File: config.mk
export PLATFORM = sky130hd
export DESIGN_NAME = conv_enc_k4_flat
export DESIGN_NICKNAME = d
export VERILOG_FILES = /design/src/rtl/conv_enc_k4_if.sv /design/src/rtl/conv_enc_k4.sv /design/src/flat_wrapper.sv
export SDC_FILE = /design/constraint.sdc
export NUM_CORES = 1
export LEC_CHECK = 0
export BUFFER_PORTS_ARGS = -buffer_cell sky130_fd_sc_hd__clkbuf_2
export CORE_MARGIN = 10
export CORE_UTILIZATION = 57
export CTS_CLUSTER_DIAMETER = 100
export DETAILED_ROUTE_END_ITERATION = 6
export PLACE_DENSITY = 0.77
export SYNTH_ARGS = -nofsm -noshare
export SYNTH_HDL_FRONTEND = slang
export SYNTH_SLANG_ARGS = --single-unit
File: constraint.sdc
create_clock -name clk -period 2 [get_ports clk]
set_input_delay 0.2 -clock clk [delete_from_list [all_inputs] [get_ports clk]]
set_output_delay 0.2 -clock clk [all_outputs]
set_load 0.01 [all_outputs]
File: src/rtl/conv_enc_k4_if.sv
// Handshake bundle between a serial bit source, the convolutional encoder
// and the symbol sink. The encoder takes the slave view.
interface conv_enc_if;
   logic       in_valid;
   logic       in_bit;
   logic       in_ready;
   logic       out_valid;
   logic [1:0] out_pair;
   logic       out_last;
   logic       out_ready;

   modport slave (
      input  in_valid,
      input  in_bit,
      input  out_ready,
      output in_ready,
      output out_valid,
      output out_pair,
      output out_last
   );

   modport master (
      output in_valid,
      output in_bit,
      output out_ready,
      input  in_ready,
      input  out_valid,
      input  out_pair,
      input  out_last
   );
endinterface

File: src/rtl/conv_enc_k4.sv
// Rate-1/2 convolutional encoder with zero-tail termination.
// One 2-bit symbol {G0 parity, G1 parity} per input bit. After FRAME_LEN data
// bits, K-1 zero bits are pushed internally so the trellis ends in state 0.
// A single output register gives latency 1 and full throughput under a
// valid/ready handshake.
module conv_enc_k4 #(
   parameter int           K         = 4,
   parameter logic [K-1:0] G0        = 4'b1101,
   parameter logic [K-1:0] G1        = 4'b1011,
   parameter int           FRAME_LEN = 64
) (
   input  logic     clk,
   input  logic     rst,
   conv_enc_if.slave bus,
   output logic     busy
);

   localparam int            CW        = $clog2(FRAME_LEN + 1);
   localparam int            TW        = (K > 2) ? $clog2(K) : 1;
   localparam logic [CW-1:0] LAST_DATA = CW'(FRAME_LEN - 1);
   localparam logic [TW-1:0] LAST_TAIL = TW'(K - 2);

   typedef enum logic [1:0] {
      IDLE = 2'd0,
      DATA = 2'd1,
      TAIL = 2'd2
   } state_t;

   state_t        state;
   logic [K-2:0]  sr;
   logic [CW-1:0] bit_cnt;
   logic [TW-1:0] tail_cnt;

   logic          slot_free;
   logic          accept;
   logic          tail_step;
   logic          encode;
   logic          enc_bit;
   logic          last_tail;
   logic [K-1:0]  win;

   // Even parity over the taps selected by a generator.
   function automatic logic tap_parity(input logic [K-1:0] w, input logic [K-1:0] g);
      return ^(w & g);
   endfunction

   // Handshake decode: the output register may be refilled when it is empty
   // or being drained this cycle; tail bits are generated internally.
   always_comb begin
      slot_free = !bus.out_valid || bus.out_ready;
      accept    = bus.in_valid && bus.in_ready;
      tail_step = (state == TAIL) && slot_free;
      encode    = accept || tail_step;
      enc_bit   = (state == TAIL) ? 1'b0 : bus.in_bit;
      win       = {enc_bit, sr};
      last_tail = (state == TAIL) && (tail_cnt == LAST_TAIL);
   end

   assign bus.in_ready = slot_free && ((state == IDLE) || (state == DATA)) && !rst;
   assign busy         = (state != IDLE);

   // Frame sequencing, shift register and the registered output symbol.
   always_ff @(posedge clk) begin
      if (rst) begin
         state         <= IDLE;
         sr            <= '0;
         bit_cnt       <= '0;
         tail_cnt      <= '0;
         bus.out_valid <= 1'b0;
         bus.out_pair  <= 2'b00;
         bus.out_last  <= 1'b0;
      end else begin
         if (encode) begin
            bus.out_pair  <= {tap_parity(win, G0), tap_parity(win, G1)};
            bus.out_last  <= last_tail;
            bus.out_valid <= 1'b1;
            sr            <= win[K-1:1];
         end else if (bus.out_ready) begin
            bus.out_valid <= 1'b0;
            bus.out_last  <= 1'b0;
         end else begin
            bus.out_valid <= bus.out_valid;
         end

         case (state)
            IDLE: begin
               if (accept) begin
                  bit_cnt <= CW'(1);
                  state   <= (FRAME_LEN == 1) ? TAIL : DATA;
               end else begin
                  state <= IDLE;
               end
            end
            DATA: begin
               if (accept) begin
                  bit_cnt <= bit_cnt + CW'(1);
                  if (bit_cnt == LAST_DATA) begin
                     state <= TAIL;
                  end else begin
                     state <= DATA;
                  end
               end else begin
                  state <= DATA;
               end
            end
            TAIL: begin
               if (tail_step) begin
                  if (last_tail) begin
                     tail_cnt <= '0;
                     bit_cnt  <= '0;
                     state    <= IDLE;
                  end else begin
                     tail_cnt <= tail_cnt + TW'(1);
                  end
               end else begin
                  state <= TAIL;
               end
            end
            default: begin
               state <= IDLE;
            end
         endcase
      end
   end

endmodule

File: src/flat_wrapper.sv
// flat-port wrapper written by rule: the top's interface ports become plain ports
module conv_enc_k4_flat 
#(
   parameter int           K         = 4,
   parameter logic [K-1:0] G0        = 4'b1101,
   parameter logic [K-1:0] G1        = 4'b1011,
   parameter int           FRAME_LEN = 64
)
  (clk, rst, busy, bus_in_valid, bus_in_bit, bus_out_ready, bus_in_ready, bus_out_valid, bus_out_pair, bus_out_last);
  conv_enc_if bus_i ();
  input  logic clk;
  input  logic rst;
  output logic busy;
  input wire logic [$bits(bus_i.in_valid)-1:0] bus_in_valid;
  input wire logic [$bits(bus_i.in_bit)-1:0] bus_in_bit;
  input wire logic [$bits(bus_i.out_ready)-1:0] bus_out_ready;
  output wire logic [$bits(bus_i.in_ready)-1:0] bus_in_ready;
  output wire logic [$bits(bus_i.out_valid)-1:0] bus_out_valid;
  output wire logic [$bits(bus_i.out_pair)-1:0] bus_out_pair;
  output wire logic [$bits(bus_i.out_last)-1:0] bus_out_last;
  assign bus_i.in_valid = bus_in_valid;
  assign bus_i.in_bit = bus_in_bit;
  assign bus_i.out_ready = bus_out_ready;
  assign bus_in_ready = bus_i.in_ready;
  assign bus_out_valid = bus_i.out_valid;
  assign bus_out_pair = bus_i.out_pair;
  assign bus_out_last = bus_i.out_last;
  conv_enc_k4 #(.K(K), .G0(G0), .G1(G1), .FRAME_LEN(FRAME_LEN)) u_core (.clk(clk), .rst(rst), .bus(bus_i), .busy(busy));
endmodule
## After elaboration in Yosys (flattened, before gate mapping)

Cells that the tools add are included.

| operators by class | value |
|---|---|
| add/subtract/negate cells | 2 |
| eq/ne operators | 9 |
| multiplexer cells | 16 |
| reductions and logical operators | 18 |

Operators by type and width:

| cell | number |
|---|---|
| 7-bit 2-to-1 mux | 4 |
| 7-bit case mux with 3 select lines | 1 |
| 2-bit 2-to-1 mux | 5 |
| 2-bit by 1-bit != test with 1-bit output, second input constant | 4 |
| 4-bit XOR reduction | 2 |
| 7-bit by 1-bit adder with 7-bit output, second input constant | 1 |
| 7-bit by 6-bit == test with 1-bit output, second input constant | 1 |
| 2-bit case mux with 3 select lines | 1 |
| 1-bit logical AND | 5 |
| 1-bit 2-to-1 mux | 5 |
| 5-bit AND reduction | 1 |
| 2-bit == test, second input constant | 2 |
| 2-bit nonzero test | 2 |
| 1-bit logical OR | 3 |
| 3-bit != test, second input constant | 1 |
| 3-bit nonzero test | 1 |
| 2-bit by 1-bit adder with 2-bit output, second input constant | 1 |
| 2-bit by 1-bit == test with 1-bit output, second input constant | 1 |
| 1-bit logical NOT | 2 |
| 2-bit logical NOT | 1 |
| 2-bit AND reduction | 1 |

| word-level totals | value |
|---|---|
| register bits after elaboration | 18 |
| input port bits | 5 |
| output and inout port bits | 6 |

## Logic depth before layout (Yosys ltp)

| depth | value |
|---|---|
| depth in word-level cells | 7 |
| mapped depth | 7 |

## Worst setup path before layout

Ideal clock, no wire load.

| timing path | value |
|---|---|
| path kind | reg2reg |
| from | reg u_core.state[1] |
| to | reg u_core.state[0] |
| arrival time | 1.521 ns |
| data required time | 1.867 ns |
| slack | 0.346 ns |
| cell stages (with the launch flop) | 8 |
| buffers on the path | 1 |
| clock period less this slack | 1.654 ns |
| cells stage by stage | dfxtp_1 inv_1 ha_1 nor2_2 or3_4 buf_6 o31ai_1 a211oi_1 |

| between the ends | value |
|---|---|
| longest elaborated chain between the ends | 7 |

RTL lines:

| item | line | source |
|---|---|---|
| start, declared | conv_enc_k4.sv:29 | `state_t state;` |
| start signal, assigned | conv_enc_k4.sv:89 | `state <= (FRAME_LEN == 1) ? TAIL : DATA;` |
| 2-bit by 1-bit == test with 1-bit output or 2-bit logical NOT (tied branches) | conv_enc_k4.sv:59, conv_enc_k4.sv:85 |  |
| 1-bit logical OR | conv_enc_k4.sv:59 | `assign bus.in_ready = slot_free && ((state == IDLE) \|\| (state == DATA)) && !rst;` |
| 1-bit logical AND (2 in a row) | conv_enc_k4.sv:59 |  |
| 1-bit logical AND | conv_enc_k4.sv:51 | `accept = bus.in_valid && bus.in_ready;` |
| 2-bit 2-to-1 mux or 1-bit 2-to-1 mux (tied branches) | conv_enc_k4.sv:95, conv_enc_k4.sv:87 |  |
| 2-bit case mux with 3 select lines | conv_enc_k4.sv:85 | `case (state)` |

Parallel ways exist; a longest one is shown, timed or not.
A chain may end at the register's enable or synchronous reset.

## Worst setup path after layout

Same ends and word-level chain as after synthesis.

==> results by group <==
Clock network
  • Post-CTS sizing: 0
  • H-tree depth: 1
  • CTS root buffer: clkbuf_4
  • Clk sinks: 18
  • Setup repair bufs after CTS: 0
  • CTS clk-pin slew, worst paths: 0.11 ns
  • TritonCTS clock tree: done
  • Hold_buf cts: 0
  • Clk_lat worst skew: 0.30 ns
  • Max Buffers Root-to-Sink: 2
  • TritonCTS Buffers: 3

Layout
  • Register area: about 360 um2
  • Antenna cells: 0
  • Footprint of the multi-input gates: about 660 um2
  • Layout cell share with drive strength beyond 1: between 10% and 20%
  • Final core utilization: around two thirds
  • Final nets: 146
  • P&R area growth vs syn: 7.719%
  • Filler instances: 161

STA
  • Final min period: 1.910 ns
  • Final hold viol count: 0
  • RSZ-0062 raised after global routing: false
  • Layout Skew: 0.01285 ns
  • Fin. max-slew vios: 0
  • F_max: 523.7 MHz
  • Final setup viols: 0
  • Slew @ Worst Pin: 0.5336 ns
  • Setup TNS: 0 ns
  • Fin crit share: between 90% and 100%
  • Headroom to the max-slew limit: 64.35%

Power
  • Switch Pwr: 0.0001778 W
  • Power Density: around 590 nW/um2
  • Peak VDD IR: 414.6 uV
  • Gate power share: 12.8%
  • Reg power frac: 54.1%
  • Switching share of power: 25.69%
  • P_int: 0.0005145 W
  • Pleak: 0.4300 nW
  • Clk pwr share: 33.1%

Min path
  • Hold WC Path Type: in2reg

Synthesis
  • Distinct cells, synth: 37
  • Yosys top cell by area: dfxtp_1
  • #FFs+latches synth: 18
  • Syn avg cell area: 8.619 um2
  • Post-Synthesis Net Count: 136
  • Synth top area share: 33.18%
  • Number of synthesized flops with an enable pin: 0
  • Dominant synthesized flop cell: dfxtp_1
  • Syn Std Cell Area: 1086 um2
  • Synth area leaders: dfxtp_1 (33%), ha_1 (5.8%), a21oi_1 (5.5%)
  • Mapped Cells: 126
  • Register area share after synthesis: 33.18%
  • Syn. warnings: 0
  • FFs w/ async S/R, synth: 0%

Global routing
  • Vias in the first global route: 901
  • GRT Overall Usage: 12.10%
  • Grt total ovfl: 0
  • First-pass GRT wire length: just over 4000 um
  • Initial antenna violation count: 0
  • Largest net degree at the start of global routing: 22

Job
  • Maxcap violations: 0

Die
  • Site row count: 15
  • # IOs: 11
  • Die width: 63.65 um
  • Die ar.: 4051 um2
  • Initial core utilization: 61.56%
  • Die height: 63.65 um
  • Core Box Area: around 1800 um2

Detailed routing
  • Detailed Route WL: 2516 um
  • WL/cell: 15.73 um
  • DR vias: 989
  • DR pass1 iterations: 4
  • DRT iter0 DRCs: 27
  • Post-route ant nets: 0
  • # DRC: 0
  • Vias per cell: 6.181

Worst setup path
  • Crit path max fanout: 11
  • Worst Setup End Kind: register
  • Arrival time worst endpoint: 2.08 ns
  • Setup slack, reg-to-reg: 0.09 ns
  • Kind of critical path: reg2reg
  • CP startpoint kind: register
  • Worst Path Required: 2.17 ns

Place
  • Dpl hpwl: 1800 um
  • IO buf count: 10
  • Placer Congestion: 0.9251

Outcome
  • Outcome: finished clean
## synth_stat cells, drive strengths merged (4+ instances only)
cell	count
a31oi	4
inv	6
o21ai	4
nand2	7
ha	5
buf	4
o41ai	6
nor2	5
nand3	9
dfxtp	18
nor2b	7
a21oi	14
## critical path, stage by stage (launching register included)
cell and delay (ns):
dfxtp_1 0.35, inv_1 0.09, ha_1 0.31, nor2_2 0.09, or3_4 0.47, o31ai_1 0.34
a211oi_1 0.11
## state kept, by name (all words and copies together), names as in the netlist
name                  cells
u_core.bus.out_valid      1
u_core.bus.out_pair       2
u_core.bit_cnt            7
u_core.bus.out_last       1
u_core.tail_cnt           2
u_core.state              2
u_core.sr                 3
## per-stage QoR
stage | hold slack, ns | instances | setup WS (ns) | power [W] | cell area (um2)
final | 0.2089 | 160 | 0.09048 | 0.0006923 | 1170
after global routing | 0.2112 | 160 | 0.006590 | 0.0007261 | 1170
after CTS | 0.2022 | 160 | 0.1243 | 0.0006959 | 1170
after detailed placement | 0.4581 | 156 | 0.1930 | 0.0004713 | 1134
after global placement | 0.4564 | 156 | 0.2913 | 0.0004672 | 1134
after floorplan | 0.3709 | 126 | 0.3458 | 0.0004478 | 1086
## kinds of logic after synthesis
logic type / share of synthesized area, %
mux: 1.843
xor+xnor: 4.147
fa+ha+maj: 5.760
buf+inv: 5.875
compound gates: 22.69
flops: 33.18
simple gates: 26.50
## power by group through the flow
stage / Sequential (W) / Combinational [W] / Clock [W]
CTS: 0.000375 / 0.0000885 / 0.000233
global placement: 0.000382 / 0.0000847 / 0
finish: 0.000375 / 0.0000886 / 0.000229
detailed placement: 0.000383 / 0.0000883 / 0
global route: 0.000376 / 0.0000977 / 0.000252
floorplan: 0.000383 / 0.0000649 / 0
## metal layers
metal,part of all wire (%),global-route usage [%],vias up
li1,-,-,488
met1,44,14.57,456
met3,8.4,4.770,5
met5,0,0,-
met2,46,18.34,40
met4,1.1,5.464,0
## final timing paths
path | from | cells past startpoint | end
worst max-delay path | u_core.state[1]$_SDFFE_PP0P_ | 6 | u_core.state[0]$_SDFFE_PP0P_
worst min-delay path | bus_out_ready | 3 | u_core.bus.out_last$_SDFFE_PP0P_
worst max register to register | u_core.state[1]$_SDFFE_PP0P_ | 6 | u_core.state[0]$_SDFFE_PP0P_
worst min register to register | u_core.bus.out_pair[0]$_SDFFE_PP0P_ | 2 | u_core.bus.out_pair[0]$_SDFFE_PP0P_
## placed cells by master, fill, tap and decap left out, drive strengths merged
master	count
nor2b	7
and2b	1
a31oi	4
nand4	3
and4	1
inv	6
o21ba	1
o311ai	1
nor3	3
xnor3	2
nand3	9
a211oi	2
a21o	2
nor2	5
dfxtp	18
or3	1
ha	5
nand2b	3
or2b	1
nor4	2
and3	2
clkbuf	14
a21oi	14
o31ai	3
o41ai	6
nand2	7
nand3b	1
mux2i	2
nand4b	1
or4	3
buf	1
o21ai	4
## cell type report
| cell class | instances | share of cell area [%] |
|---|---|---|
| Multi-Input combinational cell | 96 | 56.58 |
| Timing Repair Buffer | 11 | 4.920 |
| Tap cell | 25 | 2.674 |
| Sequential cell | 18 | 30.80 |
| Clock buffer | 4 | 3.102 |
| Inverter | 6 | 1.925 |
(Power assumes the default switching activity.)
